**src/rtl/fp_pkg.sv**
```systemverilog
// Shared floating-point datapath constants, width helper and normaliser result layout.
// Pure declarations: no latency and no backpressure of its own.
package fp_pkg;

  localparam int MANT_W_DEF = 24;
  localparam int EXP_W_DEF  = 8;
  localparam int TAG_W_DEF  = 4;

  // Width needed to hold a leading-zero count of 0..mant_w inclusive.
  function automatic int cnt_w(input int mant_w);
    return $clog2(mant_w + 1);
  endfunction

  localparam int CNT_W_DEF = cnt_w(MANT_W_DEF);

  typedef struct packed {
    logic [MANT_W_DEF-1:0] mant;
    logic [EXP_W_DEF-1:0]  exp;
    logic [CNT_W_DEF-1:0]  lz;
    logic                  zero;
    logic                  denorm;
    logic [TAG_W_DEF-1:0]  tag;
  } norm_res_t;

endpackage

```
**src/rtl/lzc_param.sv**
```systemverilog
// Width-generic leading-zero counter; combinational, zero latency.
// No backpressure: output follows data in the same cycle.
module lzc_param
  import fp_pkg::*;
#(
  parameter int  MANT_W = MANT_W_DEF,
  localparam int CNT_W  = cnt_w(MANT_W)
) (
  input  logic [MANT_W-1:0] data,
  output logic [CNT_W-1:0]  count,
  output logic              all_zero
);

  logic found;

  // Priority search from the MSB; the first set bit fixes the count.
  always_comb begin
    found    = 1'b0;
    count    = CNT_W'(MANT_W);
    for (int i = MANT_W - 1; i >= 0; i--) begin
      if (!found && data[i]) begin
        found = 1'b1;
        count = CNT_W'(MANT_W - 1 - i);
      end
    end
    all_zero = !found;
  end

endmodule

```
**src/rtl/fp_norm_pipe.sv**
```systemverilog
// Two-stage mantissa normaliser (lzc, then clamped shift); 2-cycle latency, 1 beat/cycle.
// Backpressure: out_ready propagates combinationally to in_ready, no skid buffer.
module fp_norm_pipe
  import fp_pkg::*;
#(
  parameter int  MANT_W = MANT_W_DEF,
  parameter int  EXP_W  = EXP_W_DEF,
  parameter int  TAG_W  = TAG_W_DEF,
  localparam int CNT_W  = cnt_w(MANT_W)
) (
  input  logic              clk,
  input  logic              rst,
  input  logic              in_valid,
  output logic              in_ready,
  input  logic [MANT_W-1:0] in_mant,
  input  logic [EXP_W-1:0]  in_exp,
  input  logic [TAG_W-1:0]  in_tag,
  output logic              out_valid,
  input  logic              out_ready,
  output logic [MANT_W-1:0] out_mant,
  output logic [EXP_W-1:0]  out_exp,
  output logic [CNT_W-1:0]  out_lz,
  output logic              out_zero,
  output logic              out_denorm,
  output logic [TAG_W-1:0]  out_tag
);

  localparam int SH_W = (CNT_W > EXP_W) ? CNT_W : EXP_W;

  typedef struct packed {
    logic [MANT_W-1:0] mant;
    logic [EXP_W-1:0]  exp;
    logic [CNT_W-1:0]  lz;
    logic              zero;
    logic              denorm;
    logic [TAG_W-1:0]  tag;
  } res_t;

  logic              s1_valid, s2_valid, s1_adv, s2_adv;
  logic [MANT_W-1:0] s1_mant;
  logic [EXP_W-1:0]  s1_exp;
  logic [TAG_W-1:0]  s1_tag;
  logic [CNT_W-1:0]  s1_lz, lz_cnt;
  logic              s1_zero, lz_zero;
  logic [SH_W-1:0]   lz_ext, exp_ext, shift;
  res_t              s2_d, s2_q;

  assign s2_adv   = !s2_valid || out_ready;
  assign s1_adv   = !s1_valid || s2_adv;
  assign in_ready = s1_adv;

  lzc_param #(.MANT_W(MANT_W)) u_lzc (
    .data     (in_mant),
    .count    (lz_cnt),
    .all_zero (lz_zero)
  );

  always_ff @(posedge clk or posedge rst) begin
    if (rst) begin
      s1_valid <= 1'b0;
      s1_mant  <= '0;
      s1_exp   <= '0;
      s1_tag   <= '0;
      s1_lz    <= '0;
      s1_zero  <= 1'b0;
    end else if (s1_adv) begin
      s1_valid <= in_valid;
      if (in_valid) begin
        s1_mant <= in_mant;
        s1_exp  <= in_exp;
        s1_tag  <= in_tag;
        s1_lz   <= lz_cnt;
        s1_zero <= lz_zero;
      end
    end
  end

  // Shift is capped by the exponent so it bottoms out at 0 instead of wrapping.
  always_comb begin
    lz_ext      = SH_W'(s1_lz);
    exp_ext     = SH_W'(s1_exp);
    shift       = (lz_ext < exp_ext) ? lz_ext : exp_ext;
    s2_d.mant   = s1_mant << shift;
    s2_d.exp    = EXP_W'(exp_ext - shift);
    s2_d.lz     = s1_lz;
    s2_d.zero   = s1_zero;
    s2_d.denorm = (lz_ext > exp_ext) && !s1_zero;
    s2_d.tag    = s1_tag;
    if (s1_zero) begin
      s2_d.mant   = '0;
      s2_d.exp    = '0;
      s2_d.denorm = 1'b0;
    end
  end

  always_ff @(posedge clk or posedge rst) begin
    if (rst) begin
      s2_valid <= 1'b0;
      s2_q     <= '0;
    end else if (s2_adv) begin
      s2_valid <= s1_valid;
      if (s1_valid) s2_q <= s2_d;
    end
  end

  assign out_valid  = s2_valid;
  assign out_mant   = s2_q.mant;
  assign out_exp    = s2_q.exp;
  assign out_lz     = s2_q.lz;
  assign out_zero   = s2_q.zero;
  assign out_denorm = s2_q.denorm;
  assign out_tag    = s2_q.tag;

endmodule

```
**config.mk**
```make
export PLATFORM = sky130hd
export DESIGN_NAME = fp_norm_pipe
export DESIGN_NICKNAME = d
export VERILOG_FILES = /design/src/rtl/fp_pkg.sv /design/src/rtl/lzc_param.sv /design/src/rtl/fp_norm_pipe.sv
export SDC_FILE = /design/constraint.sdc
export NUM_CORES = 1
export LEC_CHECK = 0
export CORE_ASPECT_RATIO = 0.7
export CORE_UTILIZATION = 49
export CTS_CLUSTER_SIZE = 10
export DETAILED_ROUTE_END_ITERATION = 7
export PLACE_DENSITY = 0.77
export SYNTH_ARGS = -nofsm -noshare
export SYNTH_HDL_FRONTEND = slang
export SYNTH_SLANG_ARGS = --single-unit
```
**constraint.sdc**
```tcl
create_clock -name clk -period 3 [get_ports clk]
set_input_delay 0.45 -clock clk [delete_from_list [all_inputs] [get_ports clk]]
set_output_delay 0.45 -clock clk [all_outputs]
set_load 0.02 [all_outputs]
```
After elaboration in Yosys (flattened, before gate mapping)
Index checks and enable logic that the tools add are counted.
{"block": "word_totals", "regBits": 87, "output_inout_bits": 45}
{"block": "classes", "reduce_logical": 55, "n_shift": 1, "addsub": 1, "n_mux": 51, "n_lt_le_gt_ge": 2}
{"op": "5-bit two-way mux", "n": 24}
{"op": "32-bit two-way mux", "n": 1}
{"op": "1-bit logical NOT", "n": 27}
{"op": "1-bit two-way mux", "n": 25}
{"op": "1-bit logical AND", "n": 24}
{"op": "24-bit by 8-bit left shift with 24-bit output", "n": 1}
{"op": "5-bit by 8-bit > comparator with 1-bit output", "n": 1}
{"op": "5-bit by 8-bit < comparator with 1-bit output", "n": 1}
{"op": "8-bit two-way mux", "n": 1}
{"op": "8-bit subtractor", "n": 1}
{"op": "2-bit AND reduction", "n": 2}
{"op": "1-bit logical OR", "n": 2}

Logic depth before layout (Yosys ltp)
Gate-level depths: netlist (run 1).
{"block": "logic_depth", "word_depth": 71, "ltp_mapped": 17}

Hierarchy
Synthesis (run 1) repeated with hierarchy kept, for this count alone.
{"block": "hier_totals", "hier_cells": 503, "area_unflattened_um2": 5516.5}
{"module": "fp_norm_pipe", "instances": 1, "cells_per_inst": 451, "area_each_um2": 5177.5}
{"module": "lzc_param", "instances": 1, "cells_per_inst": 52, "area_each_um2": 339.1}

Least setup slack after synthesis (run 1)
OpenSTA, ideal clock, no wires.
{"block": "synth_timing", "path_type": "reg-to-reg", "start": "register s1_lz[1]", "end": "register s2_q (netlist bit out_exp[6])", "period_less_slack_ns": 3.322, "required_ns": 2.867, "t_arrival_ns": 3.189, "path_buffers": 1, "setup_ns": 0.133, "stages_incl_launch_ff": 17, "setup_slack_ns": -0.322, "path_cell_list": "dfrtp_1 -> ha_1 -> nor2b_1 -> o21bai_4 -> a21o_1 -> nor2_4 -> clkinv_2 -> buf_2 -> ha_1 -> inv_1 -> fa_1 -> a21o_1 -> a21oi_1 -> nor2b_1 -> nor3_1 -> xnor2_1 -> o21ai_0"}
{"block": "synth_via", "elab_chain_len": 4}
{"element": "from (decl)", "line_no": "fp_norm_pipe.sv:43", "source": "logic [CNT_W-1:0] s1_lz, lz_cnt;"}
{"element": "from (signal assigned)", "line_no": "fp_norm_pipe.sv:72", "source": "s1_lz <= lz_cnt;"}
{"element": "5-bit by 8-bit < comparator with 1-bit output", "line_no": "fp_norm_pipe.sv:82", "source": "shift = (lz_ext < exp_ext) ? lz_ext : exp_ext;"}
{"element": "8-bit two-way mux (*)", "line_no": "fp_norm_pipe.sv:82"}
{"element": "8-bit subtractor (*)", "line_no": "fp_norm_pipe.sv:84", "source": "s2_d.exp = EXP_W'(exp_ext - shift);"}
{"element": "32-bit two-way mux (*)", "line_no": "fp_norm_pipe.sv:89", "source": "if (s1_zero) begin"}
{"element": "to (signal assigned)", "line_no": "fp_norm_pipe.sv:99", "source": "s2_q <= '0;"}
{"element": "to (signal assigned)", "line_no": "fp_norm_pipe.sv:102", "source": "if (s1_valid) s2_q <= s2_d;"}
{"element": "to (decl)", "line_no": "fp_norm_pipe.sv:46", "source": "res_t s2_d, s2_q;"}
Every way passes the cells marked *; elsewhere a longest branch is shown, timed or not.
A chain may end at the register's enable or synchronous reset.

Worst setup path after layout (run 1)
{"block": "layout_timing", "start": "register s1_exp[2], in the netlist exp_ext[2]", "end": "register s2_q (netlist bit out_exp[6])"}
{"block": "layout_via", "elab_chain_len": 4}
{"element": "from (decl)", "line_no": "fp_norm_pipe.sv:41", "source": "logic [EXP_W-1:0] s1_exp;"}
{"element": "from (signal assigned)", "line_no": "fp_norm_pipe.sv:70", "source": "s1_exp <= in_exp;"}
{"element": "5-bit by 8-bit < comparator with 1-bit output", "line_no": "fp_norm_pipe.sv:82"}
{"element": "8-bit two-way mux", "line_no": "fp_norm_pipe.sv:82"}
{"element": "8-bit subtractor (*)", "line_no": "fp_norm_pipe.sv:84"}
{"element": "32-bit two-way mux (*)", "line_no": "fp_norm_pipe.sv:89"}
Marks and branches as above.

==> results.py, run 1 <==
metrics = {
    "routing": {
        "ant_nets": 0,
        "num_vias": 5241,
        "finalWirelength_mm": 16.14,
        "wire_per_inst_um": 18.71,
        "drtIter0Drc": 577,
        "route.met3.wl_mm": 1.225,
        "dr.pass1.iters": 5,
        "wl_met2_mm": 6.898,
        "met1Wirelength_mm": 7.807,
        "top_layer": "met4",
        "drc_errors": 0,
        "viasPerCell": 6.073,
    },
    "synthesis": {
        "syn-cell-area_mm2": 0.005355,
        "avgSynthCellArea_um2": 8.722,
        "synthArstFlopShare_pct": 100.0,
        "syn_nets": 665,
        "synth_area_leader_cell": "dfrtp_1",
        "yosysUniqueCellTypes": 79,
        "synth.area.top_cells": "dfrtp_1 41%, nand2_1 10%, o21ai_0 4.3%",
        "syn_inst": 614,
        "synth_edf_count": 0,
        "ys_ff_latch": 87,
        "synth_top_flop_cell": "dfrtp_1",
        "yosysWarningCount": 0,
        "yosys.area.top_type_share_pct": 40.65,
        "seq_area_frac_synth_pct": 40.65,
    },
    "global_routing": {
        "grt.overflow.total": 0,
        "first_global_vias": 4938,
        "grt_max_degree": 58,
        "grt_use_total_pct": 29.80,
        "antenna_found_initial": 0,
        "grt_pass1_wl_mm": 26.01,
    },
    "pwr": {
        "power.internal_uw": 3312,
        "total_power_uw": 5327,
        "power_density_mw_per_mm2": 760.1,
        "swShare_pct": 37.83,
        "p_comb_share_pct": 46.0,
        "ir_drop_mv": 0.3852,
        "p_seq_share_pct": 31.2,
        "p_leak_uw": 0.003085,
        "pwr-share-clk_pct": 22.8,
        "switching_power_uw": 2015,
    },
    "critical_path": {
        "crit_start": "exp_ext[2]$_DFFE_PP0P_",
        "crit_end": "out_exp[6]$_DFFE_PP0P_",
        "worstPathMaxFanout": 7,
        "worstPathArrival_ns": 3.11,
        "r2r_slack_ns": 0.09,
        "rr_startpoint": "exp_ext[2]$_DFFE_PP0P_",
        "path_class": "reg2reg",
        "reg2reg_depth": 15,
        "required_ns": 3.21,
        "r2r_end": "out_exp[6]$_DFFE_PP0P_",
        "critPathLaunchType": "flip-flop",
        "cp-end-kind": "flip-flop",
    },
    "clocking": {
        "worstSkewPairLatency_ns": 0.34,
        "cts_tree": "done",
        "cts_buffers": 9,
        "h-tree-depth": 3,
        "cts_buffer_depth": 2,
        "path_clk_slew_ns": 0.06,
        "clkSinkCount": 87,
        "clockRootBuffer": "clkbuf_16",
    },
    "floorplan": {
        "die-area_mm2": 0.01136,
        "pin_count": 85,
        "floorplan.initialDensity_pct": 51.14,
        "core_mm2": 0.01047,
        "die_w_um": 127.0,
        "die_h_um": 89.47,
        "rows": 31,
    },
    "timing": {
        "hold_violations": 0,
        "period_share_pct": 96.84,
        "max_clock_freq_mhz": 344.2,
        "fin_crit_ns": 2.905,
        "drv_slew": 0,
        "setup_viol": 0,
        "clock_skew_ns": 0.009955,
        "relSlewSlack_pct": 61.60,
        "worst_pin_slew_ns": 0.5716,
    },
    "placed_design": {
        "port-buffer-count": 84,
        "place.gp.congestion": 0.9511,
        "dp_hpwl_mm": 12.29,
    },
    "cells_and_area": {
        "nets": 778,
        "drive_gt1_share_pct": 17.24,
        "insertedDiodeCount": 0,
        "fin_util_pct": 66.92,
        "syn_to_final_growth_pct": 30.86,
    },
    "job": {
        "cap_viol_max_count": 0,
    },
    "hold_path": {
        "hold_class": "in2async",
    },
    "outcome": {
        "outcome": "finished clean",
    },
}
-- worst max-delay path, stage by stage (launching register included) --
cell and delay, ns:
dfrtp_1 0.38, inv_2 0.07, ha_2 0.32, nand2_2 0.06, o21bai_4 0.23, a211oi_4 0.27, a21o_1 0.14, inv_2 0.08
buf_4 0.14, fa_2 0.34, a21o_1 0.20, a21oi_2 0.15, nor2b_1 0.07, nor3_2 0.13, xnor2_1 0.14, o21ai_1 0.07
-- cells by family after synthesis --
logic type	synth area share, %
AND/OR/NAND/NOR	24.30
AO/OA/AOI/OAI	20.87
flip-flops	40.65
buffers and inverters	4.649
multiplexers	5.841
adder cells (fa/ha/maj)	2.710
XOR/XNOR	0.9813
-- final cells by class --
| cell class | count | area [um^2] |
|---|---|---|
| Tap cell | 132 | 165.2 |
| Multi-Input combinational cell | 477 | 3037 |
| Inverter | 20 | 77.57 |
| Clock inverter | 3 | 67.56 |
| Timing Repair Buffer | 132 | 1226 |
| Clock buffer | 12 | 256.5 |
| Sequential cell | 87 | 2178 |
| Fill cell | 845 | 3465 |
-- cell usage after synthesis (all sizes together) (3+ instances only) --
| master | instances |
|---|---|
| nand2 | 146 |
| nor2 | 24 |
| o21ai | 53 |
| a211oi | 7 |
| a21o | 8 |
| and3 | 4 |
| nand2b | 3 |
| buf | 19 |
| a22oi | 4 |
| nand4 | 22 |
| ha | 10 |
| xnor2 | 4 |
| a221o | 6 |
| inv | 18 |
| a21boi | 5 |
| and2 | 6 |
| mux2 | 11 |
| dfrtp | 87 |
| or3 | 4 |
| nor3 | 17 |
| clkbuf | 11 |
| nor2b | 3 |
| o211ai | 4 |
| a31oi | 4 |
| a21oi | 26 |
| mux2i | 14 |
| a32o | 5 |
| o221ai | 3 |
| nand3 | 44 |
| a221oi | 4 |
-- stage by stage --
stage | worst slack [ns] | hold WS [ns] | instance area [um^2] | setup TNS [ns] | std cells
final | 0.09466 | 0.4741 | 7008 | 0 | 863
after global routing | -0.03754 | 0.4998 | 7008 | -0.03754 | 863
after CTS | 0.009198 | 0.4833 | 6917 | 0 | 857
after detailed placement | -0.02341 | 0.4700 | 6588 | -0.02341 | 842
after floorplan | -0.1560 | 0.4417 | 5419 | -0.1560 | 614
after global placement | 0.08567 | 0.4540 | 6588 | 0 | 842
-- what timing repair did --
item | 4_1_cts | 5_1_grt
gates resized for setup | 1 | 15
pin swaps | 0 | 12
endpoints found under the setup margin | 1 | 8
buffers inserted | 0 | 6
hold buffers | 0 | 0
-- worst min path at each step --
stage / slack [ns] / end
global route: 0.50 / out_mant[6]$_DFFE_PP0P_
global placement: 0.45 / s1_tag[2]$_DFFE_PP0P_
CTS: 0.48 / out_exp[1]$_DFFE_PP0P_
detailed placement: 0.47 / out_exp[1]$_DFFE_PP0P_
finish: 0.47 / out_exp[0]$_DFFE_PP0P_
floorplan: 0.44 / s1_tag[0]$_DFFE_PP0P_
-- cell usage in the layout (no fill, tap or decap), drive strengths merged, types with 3 or more instances in the layout --
master,instances
o21ai,53
clkinv,3
a21oi,26
clkdlybuf4s50,84
clkbuf,12
a21o,8
mux2i,14
a32o,5
a22oi,4
and2,6
a31oi,4
xnor2,4
nor3,17
a221o,6
a21boi,5
buf,48
o221ai,3
nand2,146
nand3,44
and3,4
nor2,24
o211ai,4
nand4,22
nand2b,3
dfrtp,87
or3,4
nor2b,3
a211oi,7
ha,10
inv,17
mux2,11
a221oi,4
-- sequential cells by signal, summed over array words and instances, names as in the netlist --
name,flops
out_lz,5
s1_zero,1
out_denorm,1
out_valid,1
s1_lz,5
exp_ext,8
out_mant,24
s1_tag,4
s1_valid,1
out_tag,4
out_exp,8
s1_mant,24
out_zero,1
-- power groups by stage --
stage / Combinational, uW / Clock (uW) / Sequential, uW
after global placement: 2300 / 0 / 1650
after CTS: 2360 / 1230 / 1650
after floorplan: 1210 / 0 / 1870
after global routing: 2610 / 1280 / 1690
after detailed placement: 2340 / 0 / 1670
final: 2450 / 1220 / 1660
-- metal layers --
metal / GRT usage, % / up-vias
met3: 6.224 / 21
met2: 45.45 / 283
met5: 0 / -
li1: - / 2455
met1: 42.71 / 2482
met4: 9.307 / 0
Power figures use the tool's default switching activity.
==> inputs of run 2 (changes only) <==
--- a/config.mk
+++ b/config.mk
@@ -9,7 +9,8 @@
 export CORE_UTILIZATION = 49
 export CTS_CLUSTER_SIZE = 10
 export DETAILED_ROUTE_END_ITERATION = 7
-export PLACE_DENSITY = 0.77
+export DONT_BUFFER_PORTS = 1
+export PLACE_DENSITY = 0.66
 export SYNTH_ARGS = -nofsm -noshare
 export SYNTH_HDL_FRONTEND = slang
 export SYNTH_SLANG_ARGS = --single-unit
==> run 2 against run 1 <==
Non-clock buffer count decreased by 75. Clock skew decreased by 0.0050 ns. Wire length decreased by 2.1%. Cell count decreased by 8.6%. Combinational power decreased by 29%. Flip-flop and latch count unchanged. Worst hold slack got worse by 0.39 ns. Critical path depth increased by 1. First-iteration DRC count decreased by 17%. Core utilization decreased by 7.3 points. Setup slack got worse by 0.012 ns. Largest cell class unchanged. Largest power group is now registers.
==> results.py, run 2 (same netlist as run 1, synthesis figures left out) <==
metrics = {
    "cells_and_area": {
        "drive_gt1_share_pct": 21.00,
        "insertedDiodeCount": 0,
        "fin_cells": 789,
        "nets": 703,
        "syn_to_final_growth_pct": 16.54,
        "final_common_cell": "nand2_1",
        "mostFrequentLayoutCells": "142 x nand2_1, 86 x dfrtp_1, 55 x buf_4",
    },
    "floorplan": {
        "die_h_um": 89.47,
        "core_mm2": 0.01047,
        "rows": 31,
        "floorplan.initialDensity_pct": 51.14,
        "pin_count": 85,
        "die_w_um": 127.0,
        "die-area_mm2": 0.01136,
    },
    "pwr": {
        "pwr-share-clk_pct": 25.2,
        "p_seq_share_pct": 39.5,
        "p_comb_share_pct": 35.3,
        "swShare_pct": 40.08,
        "p_leak_uw": 0.002810,
        "ir_drop_mv": 0.3280,
        "power_density_mw_per_mm2": 783.6,
        "power.internal_uw": 2930,
        "switching_power_uw": 1960,
    },
    "placed_design": {
        "place.gp.congestion": 0.9318,
        "place_inst": 762,
        "dp_hpwl_mm": 11.99,
        "port-buffer-count": 0,
        "pre_cts_slack_ns": -0.03517,
    },
    "global_routing": {
        "grt.overflow.total": 0,
        "first_global_vias": 4655,
        "grt_use_total_pct": 29.12,
        "grt_pass1_wl_mm": 25.02,
        "antenna_found_initial": 0,
        "grt_max_degree": 43,
    },
    "timing": {
        "setup_viol": 0,
        "worst_pin_slew_ns": 0.7619,
        "fin_crit_ns": 2.917,
        "hold_violations": 0,
        "relSlewSlack_pct": 49.21,
        "drv_slew": 0,
        "whs_ns": 0.08601,
        "period_share_pct": 97.24,
        "clock_skew_ns": 0.004988,
        "setup_tns_ns": 0,
        "setup_ws_ns": 0.08265,
        "max_clock_freq_mhz": 342.8,
    },
    "hold_path": {
        "hold_class": "in2async",
    },
    "clocking": {
        "clkSinkCount": 87,
        "ctsHoldBuffers": 0,
        "h-tree-depth": 3,
        "worstSkewPairLatency_ns": 0.35,
        "cts_buffer_depth": 2,
        "clockRootBuffer": "clkbuf_16",
        "path_clk_slew_ns": 0.06,
        "cts_tree": "done",
        "cts_buffers": 9,
    },
    "critical_path": {
        "worstPathArrival_ns": 3.13,
        "critPathLaunchType": "flip-flop",
        "r2r_slack_ns": 0.08,
        "required_ns": 3.22,
        "r2r_end": "out_exp[6]$_DFFE_PP0P_",
        "path_class": "reg2reg",
        "rr_startpoint": "exp_ext[3]$_DFFE_PP0P_",
        "worstPathMaxFanout": 3,
        "cp-end-kind": "flip-flop",
        "reg2reg_depth": 16,
    },
    "routing": {
        "finalWirelength_mm": 15.80,
        "num_vias": 4966,
        "viasPerCell": 6.294,
        "wire_per_inst_um": 20.02,
        "drc_errors": 0,
        "dr.pass1.iters": 5,
        "drtIter0Drc": 478,
        "ant_nets": 0,
    },
    "outcome": {
        "outcome": "finished clean",
    },
    "job": {
        "cap_viol_max_count": 0,
    },
}
-- run 2: layout make-up --
type	count	area, um^2
Timing Repair Buffer	57	444.2
Fill cell	940	4232
Clock inverter	6	91.34
Sequential cell	87	2178
Clock buffer	10	239.0
Inverter	20	77.57
Multi-Input combinational cell	477	3045
Tap cell	132	165.2
-- run 2: critical path: stages, from the launching register on --
cell,delay (ns)
dfrtp_1,0.39
inv_2,0.08
ha_4,0.22
a211o_1,0.30
nor2_2,0.15
a21o_1,0.20
nor2_4,0.06
clkinv_2,0.07
ha_4,0.12
inv_2,0.04
fa_2,0.34
a21o_1,0.17
a21oi_2,0.17
nor2b_1,0.08
nor3_2,0.19
xnor2_1,0.13
o21ai_1,0.07
-- run 2: timing repair --
| action | 4_1_cts | 5_1_grt |
|---|---|---|
| buffers inserted | 0 | 11 |
| pin swaps | 0 | 14 |
| setup endpoints to repair | 1 | 9 |
| gates resized for setup | 1 | 17 |
-- run 2: power by group through the flow --
stage,Sequential (uW),Clock (uW),Combinational [uW]
2_1_floorplan,1870,0,1210
3_3_place_gp,1930,0,1580
3_5_place_dp,1950,0,1610
4_1_cts,1930,1250,1630
5_1_grt,1970,1300,1890
6_report,1930,1230,1730
-- run 2: layer usage --
metal  track usage, %  wire length (um)  share of wire (%)  vias to the layer above
li1                 -                 -                  -                     2304
met3            8.019              1551                9.8                       25
met5                0                 0                  0                        -
met2            41.96              6481                 41                      278
met4            8.333               244                1.5                        0
met1            42.57              7521                 48                     2359
-- run 2: worst max-delay path by stage --
stage / endpoint / slack, ns / start
final: out_exp[6]$_DFFE_PP0P_ / 0.08 / exp_ext[3]$_DFFE_PP0P_
after global routing: out_exp[6]$_DFFE_PP0P_ / -0.05 / exp_ext[4]$_DFFE_PP0P_
after CTS: out_exp[6]$_DFFE_PP0P_ / 0.004 / exp_ext[3]$_DFFE_PP0P_
after detailed placement: out_exp[6]$_DFFE_PP0P_ / -0.04 / exp_ext[3]$_DFFE_PP0P_
after global placement: out_exp[6]$_DFFE_PP0P_ / 0.07 / exp_ext[3]$_DFFE_PP0P_
after floorplan: out_exp[6]$_DFFE_PP0P_ / -0.16 / exp_ext[1]$_DFFE_PP0P_
-- run 2: metrics by stage --
stage | total power [uW] | instance area (um^2) | utilization (%)
after floorplan | 3085 | 5419 | -
after global placement | 3518 | 5764 | 55.04
after detailed placement | 3563 | 5764 | 55.04
after CTS | 4812 | 6100 | 58.24
after global routing | 5162 | 6241 | 59.59
final | 4890 | 6241 | 59.59
